File: src/rtl/serial_sub_pkg.sv
// Shared FSM encodings for the bit-serial subtractor.
package serial_sub_pkg;

    typedef logic [1:0] state_t;

    localparam state_t ST_IDLE  = 2'd0;
    localparam state_t ST_SHIFT = 2'd1;
    localparam state_t ST_HOLD  = 2'd2;

endpackage

File: src/rtl/serial_sub_bitsub.sv
// Single-bit full subtractor d = a - b - bin; purely combinational, zero latency, no flow control.
module bitsub (
    input  logic a,
    input  logic b,
    input  logic bin,
    output logic d,
    output logic bout
);

    assign d    = a ^ b ^ bin;
    assign bout = (~a & b) | (~(a ^ b) & bin);

endmodule

File: src/rtl/serial_sub.sv
// Bit-serial subtractor D = A - B - Bi, LSB first; result valid WIDTH edges after accept.
// One op in flight: in_ready only in IDLE, result held in HOLD until out_ready.
module serial_sub
    import serial_sub_pkg::*;
#(
    parameter int WIDTH = 5
) (
    input  logic             clk,
    input  logic             rst_n,
    input  logic [WIDTH-1:0] Ain,
    input  logic [WIDTH-1:0] Bin,
    input  logic             Bi,
    input  logic             in_valid,
    output logic             in_ready,
    output logic [WIDTH-1:0] Dout,
    output logic             Bo,
    output logic             Ovf,
    output logic             out_valid,
    input  logic             out_ready
);

    localparam int CW = $clog2(WIDTH + 1);

    state_t           state;
    logic [CW-1:0]    cnt;
    logic [WIDTH-1:0] a_sr;
    logic [WIDTH-1:0] b_sr;
    logic [WIDTH-1:0] d_sr;
    logic [WIDTH-1:0] d_next;
    logic             br;
    logic             a_msb;
    logic             b_msb;
    logic             d_bit;
    logic             br_next;
    logic             last;

    bitsub u_bitsub (
        .a    (a_sr[0]),
        .b    (b_sr[0]),
        .bin  (br),
        .d    (d_bit),
        .bout (br_next)
    );

    assign in_ready  = (state == ST_IDLE);
    assign out_valid = (state == ST_HOLD);
    assign last      = (cnt == CW'(WIDTH - 1));

    always_comb begin
        d_next            = d_sr >> 1;
        d_next[WIDTH-1]   = d_bit;
    end

    always_ff @(posedge clk or negedge rst_n) begin
        if (!rst_n) begin
            state <= ST_IDLE;
            cnt   <= '0;
            a_sr  <= '0;
            b_sr  <= '0;
            d_sr  <= '0;
            br    <= 1'b0;
            a_msb <= 1'b0;
            b_msb <= 1'b0;
            Dout  <= '0;
            Bo    <= 1'b0;
            Ovf   <= 1'b0;
        end else begin
            case (state)
                ST_IDLE: begin
                    if (in_valid) begin
                        a_sr  <= Ain;
                        b_sr  <= Bin;
                        br    <= Bi;
                        a_msb <= Ain[WIDTH-1];
                        b_msb <= Bin[WIDTH-1];
                        cnt   <= '0;
                        state <= ST_SHIFT;
                    end
                end
                ST_SHIFT: begin
                    a_sr <= a_sr >> 1;
                    b_sr <= b_sr >> 1;
                    br   <= br_next;
                    d_sr <= d_next;
                    cnt  <= cnt + CW'(1);
                    // Output registers load only on the final bit so they stay stable between results.
                    if (last) begin
                        Dout  <= d_next;
                        Bo    <= br_next;
                        Ovf   <= (a_msb != b_msb) && (d_bit != a_msb);
                        state <= ST_HOLD;
                    end
                end
                ST_HOLD: begin
                    if (out_ready) begin
                        state <= ST_IDLE;
                    end
                end
                default: state <= ST_IDLE;
            endcase
        end
    end

endmodule

File: config.mk
export PLATFORM = sky130hd
export DESIGN_NAME = serial_sub
export DESIGN_NICKNAME = d
export VERILOG_FILES = /design/src/rtl/serial_sub_pkg.sv /design/src/rtl/serial_sub_bitsub.sv /design/src/rtl/serial_sub.sv
export SDC_FILE = /design/constraint.sdc
export NUM_CORES = 1
export LEC_CHECK = 0
export ABC_AREA = 1
export CORE_UTILIZATION = 40
export CTS_BUF_LIST = sky130_fd_sc_hd__clkbuf_8
export DETAILED_ROUTE_END_ITERATION = 12
export GPL_TIMING_DRIVEN = 0
export MAX_ROUTING_LAYER = met4
export PLACE_DENSITY = 0.72
export SETUP_SLACK_MARGIN = 0.4
export SYNTH_ARGS = -nofsm -noshare
export SYNTH_HDL_FRONTEND = slang
export SYNTH_SLANG_ARGS = --single-unit
File: constraint.sdc
create_clock -name clk -period 1.89 [get_ports clk]
set_input_delay 0.2835 -clock clk [delete_from_list [all_inputs] [get_ports clk]]
set_output_delay 0.2835 -clock clk [all_outputs]
set_load 0.1 [all_outputs]
==> Word-level counts from Yosys, hierarchy flattened <==
Cells that the tools add are included.
{ "totals": {"regBits": 30, "input_bits": 15, "word_cells": 46} }
{ "op_classes": {"add_sub_neg": 1, "eq_ne": 8, "mux": 12, "n_bitwise": 7, "reduce_logical": 7} }
{ "ops": {"columns": ["operator", "count"], "rows": [
  ["$pmux 5 s2", 2],
  ["$mux 5", 2],
  ["$mux 2", 3],
  ["$pmux 2 s3", 1],
  ["$pmux 3 s2", 1],
  ["$reduce_and 2->1", 3],
  ["$ne 2x2->1 const B", 2],
  ["$add 3x1->3 const B", 1],
  ["$eq 3x3->1 const B", 1],
  ["$mux 3", 1],
  ["$reduce_and 3->1", 1],
  ["$and 1x1->1", 2],
  ["$eq 2x1->1 const B", 1],
  ["$eq 2x2->1 const B", 1],
  ["$logic_not 2->1", 1],
  ["$ne 1x1->1", 2],
  ["$ne 2x1->1 const B", 1],
  ["$not 1->1", 2],
  ["$pmux 1 s2", 1],
  ["$reduce_bool 2->1", 1],
  ["$xor 1x1->1", 2],
  ["$logic_and 1x1->1", 1],
  ["$mux 1", 1],
  ["$or 1x1->1", 1]
]} }

==> Longest topological paths before layout <==
{ "depth": {"depth_word": 5, "ltp_mapped": 8} }

==> Hierarchy <==
A second synthesis with hierarchy kept.
{ "hier_totals": {"cells_unflattened": 166, "area_unflattened_um2": 1348.8} }
{ "by_module_without_submodules": {"columns": ["module", "instances", "cells_each", "area_per_inst_um2"], "rows": [
  ["serial_sub", 1, 162, 1317.5],
  ["bitsub", 1, 4, 31.3]
]} }

==> Worst setup path before layout <==
Ideal clock, no wire load.
{ "synth_timing": {"path_type": "register to register", "start": "reg state[0]", "end": "reg a_msb", "setup_time_ps": 91, "arrival_ps": 2314, "required_time_ps": 1799, "path_slack_ps": -515, "stages_incl_launch_ff": 4, "path_buffers": 0, "period_less_slack_ps": 2405, "path_cell_list": "dfrtp_1 -> nor2_1 -> nand2_1 -> o21ai_0"} }
{ "synth_via": {"elab_chain_cells": 2} }
{ "synth_rtl": {"columns": ["item", "line_no", "rtl"], "rows": [
  ["start: declaration", "serial_sub.sv:24", "state_t state;"],
  ["start signal: assignment", "serial_sub.sv:56", "state <= ST_IDLE;"],
  ["start signal: assignment", "serial_sub.sv:77", "state <= ST_SHIFT;"],
  ["start signal: assignment", "serial_sub.sv:91", "state <= ST_HOLD;"],
  ["$logic_not 2->1", null, null],
  ["via in_ready", "serial_sub.sv:14", "output logic in_ready,"],
  ["$reduce_and 2->1 (no line)", null, null],
  ["end signal: assignment", "serial_sub.sv:74", "a_msb <= Ain[WIDTH-1];"],
  ["end: declaration", "serial_sub.sv:31", "logic a_msb;"]
]} }
The timed path passes the listed nets, and every way through them passes these cells.
A chain may end at the register's enable or synchronous reset.

==> Worst setup path in the final report <==
{ "layout_timing": {"start": "reg state[0]", "end": "out out_valid"} }
{ "layout_via": {"elab_chain_cells": 1} }
{ "layout_rtl": {"columns": ["item", "line_no", "rtl"], "rows": [
  ["$eq 2x2->1", "serial_sub.sv:46", "assign out_valid = (state == ST_HOLD);"],
  ["end: declaration", "serial_sub.sv:18", "output logic out_valid,"]
]} }
Every way passes these cells.

==> out/qor.tcl <==
set qor(status) {completed}
set qor(netSwitchingFraction_pct) 48.5
set qor(synthesis.yosys.warnings) 0
set qor(yosysSeqAreaShare_pct) 54.0
set qor(die_width_um) 60.0
set qor(worstPathArrival_ns) 1.18
set qor(final_common_cell) {nand2_1}
set qor(first_global_vias) 1087
set qor(core_area_um2) 3130
set qor(drtIter0Drc) 50
set qor(post_drt_wl_per_cell_um) 11.2
set qor(wl_met3_um) 95
set qor(antenna-diode-count) 0
set qor(post_route_clock_skew_ns) 0.00263
set qor(hold_path_class) {in2async}
set qor(chipHeight_um) 60.0
set qor(wirelength_mm) 2.71
set qor(rows) 20
set qor(die-area_um2) 3600
set qor(grt_setup_unrepaired) {yes}
set qor(areaGrowthSynthToFinish_pct) 34.0
set qor(layout-drive-gt1-share_pct) 23.4
set qor(clock-sinks) 29
set qor(power.leakage_nw) 0.923
set qor(tritoncts_clock_tree) {done}
set qor(post-route-cell-area_um2) 1800
set qor(worst_setup_path_end_kind) {primary output}
set qor(netlist_instances) 162
set qor(period_share_pct) 77.6
set qor(clock_insertion_delay_worst_skew_ns) 0.27
set qor(critical-path-max-stage-delay_ns) 0.46
set qor(place_worst_setup_slack_ns) -0.356
set qor(pwr-share-comb_pct) 54.9
set qor(required_ns) 1.61
set qor(hold_buffers) 0
set qor(root_buffer) {clkbuf_8}
set qor(layout.cells.most_common_list) {nand2_1 (70), dfrtp_1 (27), inv_1 (14), clkdlybuf4s50_1 (13), nand3_1 (11)}
set qor(cp.buffers_inverters) 2
set qor(dp.cells) 229
set qor(critical_path.top_delay_family) {flip-flops}
set qor(ctsLongestPathBuffers) 2
set qor(path_cells) {buf_8 > nor2_4 > buf_12}
set qor(avgViaCountPerCell) 4.73
set qor(timing.fmax_mhz) 682
set qor(final_period_minus_worst_setup_slack_ns) 1.47
set qor(irDropWorstVdd_v) 0.000636
set qor(wire_length_of_the_first_global_routing_pass_mm) 4.55
set qor(met1_length_mm) 1.23
set qor(vias) 1140
set qor(setup-violations-final) 0
set qor(setup_ws_ns) 0.423
set qor(largest_net_degree_at_the_start_of_global_routing) 30
set qor(worst_setup_path_start_kind) {flop}
set qor(clkPwrFrac_pct) 14.0
set qor(power_switching_w) 0.00169
set qor(top_level_ports) 24
set qor(dpl-instance-area_um2) 1650
set qor(drv_cap) 0
set qor(netlist_area_um2) 1350
set qor(gp_congestion) 0.805
set qor(layout_cells_excl_fill) 241
set qor(maxSlewViolCount) 0
set qor(finalNetCount) 215
set qor(sum_of_overflow_across_all_layers_after_global_routing) 0
set qor(drc) 0
set qor(synth_seq_cells) 29
set qor(tightest_slew_ns) 0.641
set qor(pwr_density_cell_nw_per_um2) 1930
set qor(placement.io_buffers) 23
set qor(synth.lib_cells_used.distinct) 16
set qor(wl_met2_mm) 1.32
set qor(cpMaxStageDelayCell) {dfrtp_2}
set qor(cts.htree.levels) 2
set qor(seq_power_share_pct) 31.1
set qor(initial_antenna_violation_count) 0
set qor(postRouteAntennaNets) 0
set qor(path_max_fanout) 7
set qor(synth.avg_cell_area_um2) 8.30
set qor(tns_ns) 0
set qor(slew_headroom_pct) 57.3
set qor(cts_made_buffers) 5
set qor(effective_utilization_at_floorplan_pct) 43.0
set qor(timing.setup.critical_path_class) {reg2out}
set qor(reg_clk_slew_reported_paths_ns) 0.06
set qor(postSynthNetCount) 180
set qor(route.top_layer_used) {met4}
set qor(track_usage_pct) 18.0
set qor(whs_ns) 0.0344
set qor(cellInternalPower_w) 0.00179
set qor(detail_route.first_pass.iterations) 4
set qor(timing_hold_violations_final) 0
set qor(dp_hpwl_mm) 1.93
synth_stat cells:
cell type | number | area, um2
nor2_1 | 4 | 15.0
buf_2 | 3 | 15.0
nand2_2 | 2 | 12.5
nand2_1 | 71 | 267
o21ai_0 | 5 | 25.0
o21ai_2 | 6 | 52.6
o21ai_1 | 6 | 30.0
ha_1 | 2 | 25.0
fa_1 | 1 | 20.0
inv_1 | 16 | 60.1
o31ai_1 | 1 | 7.51
inv_2 | 1 | 3.75
nand3_1 | 12 | 60.1
buf_4 | 2 | 15.0
dfrtp_1 | 29 | 726
nor2_4 | 1 | 11.3
cells by family (layout without fill, tap and decap cells):
group	Yosys count	in the layout	share of synthesized area, %
AO/OA/AOI/OAI	18	18	8.56
AND/OR/NAND/NOR	90	90	27.2
buffers and inverters	22	57	6.98
adder cells (fa/ha/maj)	3	3	3.35
flip-flops	29	29	54.0
state kept, by name (all words and copies together), names as in the netlist:
signal / flops
b_sr: 5
br: 1
d_sr: 4
b_msb: 1
Dout: 5
a_msb: 1
Ovf: 1
cnt: 3
Bo: 1
state: 2
a_sr: 5
worst paths after layout:
| check | startpoint | endpoint | slack, ns | depth (start not counted) |
|---|---|---|---|---|
| min in group clk | d_sr[1]$_DFFE_PN0N_ | Dout[0]$_DFFE_PN0P_ | 0.47 | 2 |
| max reg2reg | br$_DFFE_PN0P_ | Ovf$_DFFE_PN0P_ | 0.46 | 7 |
| max in group asynchronous | rst_n | state[1]$_DFFE_PN0P_ | 1.40 | 1 |
| min reg2reg | d_sr[1]$_DFFE_PN0N_ | Dout[0]$_DFFE_PN0P_ | 0.47 | 2 |
| max | state[0]$_DFFE_PN0P_ | out_valid | 0.42 | 3 |
| min | rst_n | Dout[3]$_DFFE_PN0P_ | 0.03 | 1 |
per-stage QoR:
stage | total power [W] | utilization [%]
CTS | 0.00333 | 55.4
floorplan | 0.00242 | -
global placement | 0.00280 | 52.6
finish | 0.00348 | 57.6
detailed placement | 0.00286 | 52.6
global route | 0.00373 | 57.6
worst register-to-register path, stage by stage (launching register included):
cell and delay, ns:
dfrtp_1 0.36, inv_2 0.05, fa_2 0.61, inv_2 0.07
nand3_2 0.07, nand2_2 0.06, nand2_1 0.06, nand2_1 0.04
area by class of cell:
type / instances / area, um2
fillers: 275 / 1330
flip-flops and latches: 29 / 728
multi-input cells: 111 / 551
repair buffers: 28 / 273
clock buffers: 6 / 82.6
inverters: 17 / 63.8
well taps: 44 / 55.1
plain buffers: 5 / 46.3
clock inverters: 1 / 3.75
timing repair:
| item | CTS | global route |
|---|---|---|
| pin swaps | 0 | 2 |
| gates resized for setup | 34 | 23 |
| setup endpoints to repair | 38 | 7 |
| buffers inserted | 0 | 5 |
per-layer routing:
metal  vias to the layer above  GRT usage (%)
met4                         0           7.97
li1                        574              -
met2                        23           28.7
met1                       537           21.9
met5                         -              -
met3                         6           3.90
power by group through the flow:
stage	clock, W	combinational (W)	sequential [W]
global route	0.000531	0.00209	0.00111
finish	0.000487	0.00191	0.00108
CTS	0.000500	0.00176	0.00107
global placement	0	0.00173	0.00106
floorplan	0	0.000951	0.00147
detailed placement	0	0.00178	0.00108
(Power assumes the default switching activity.)
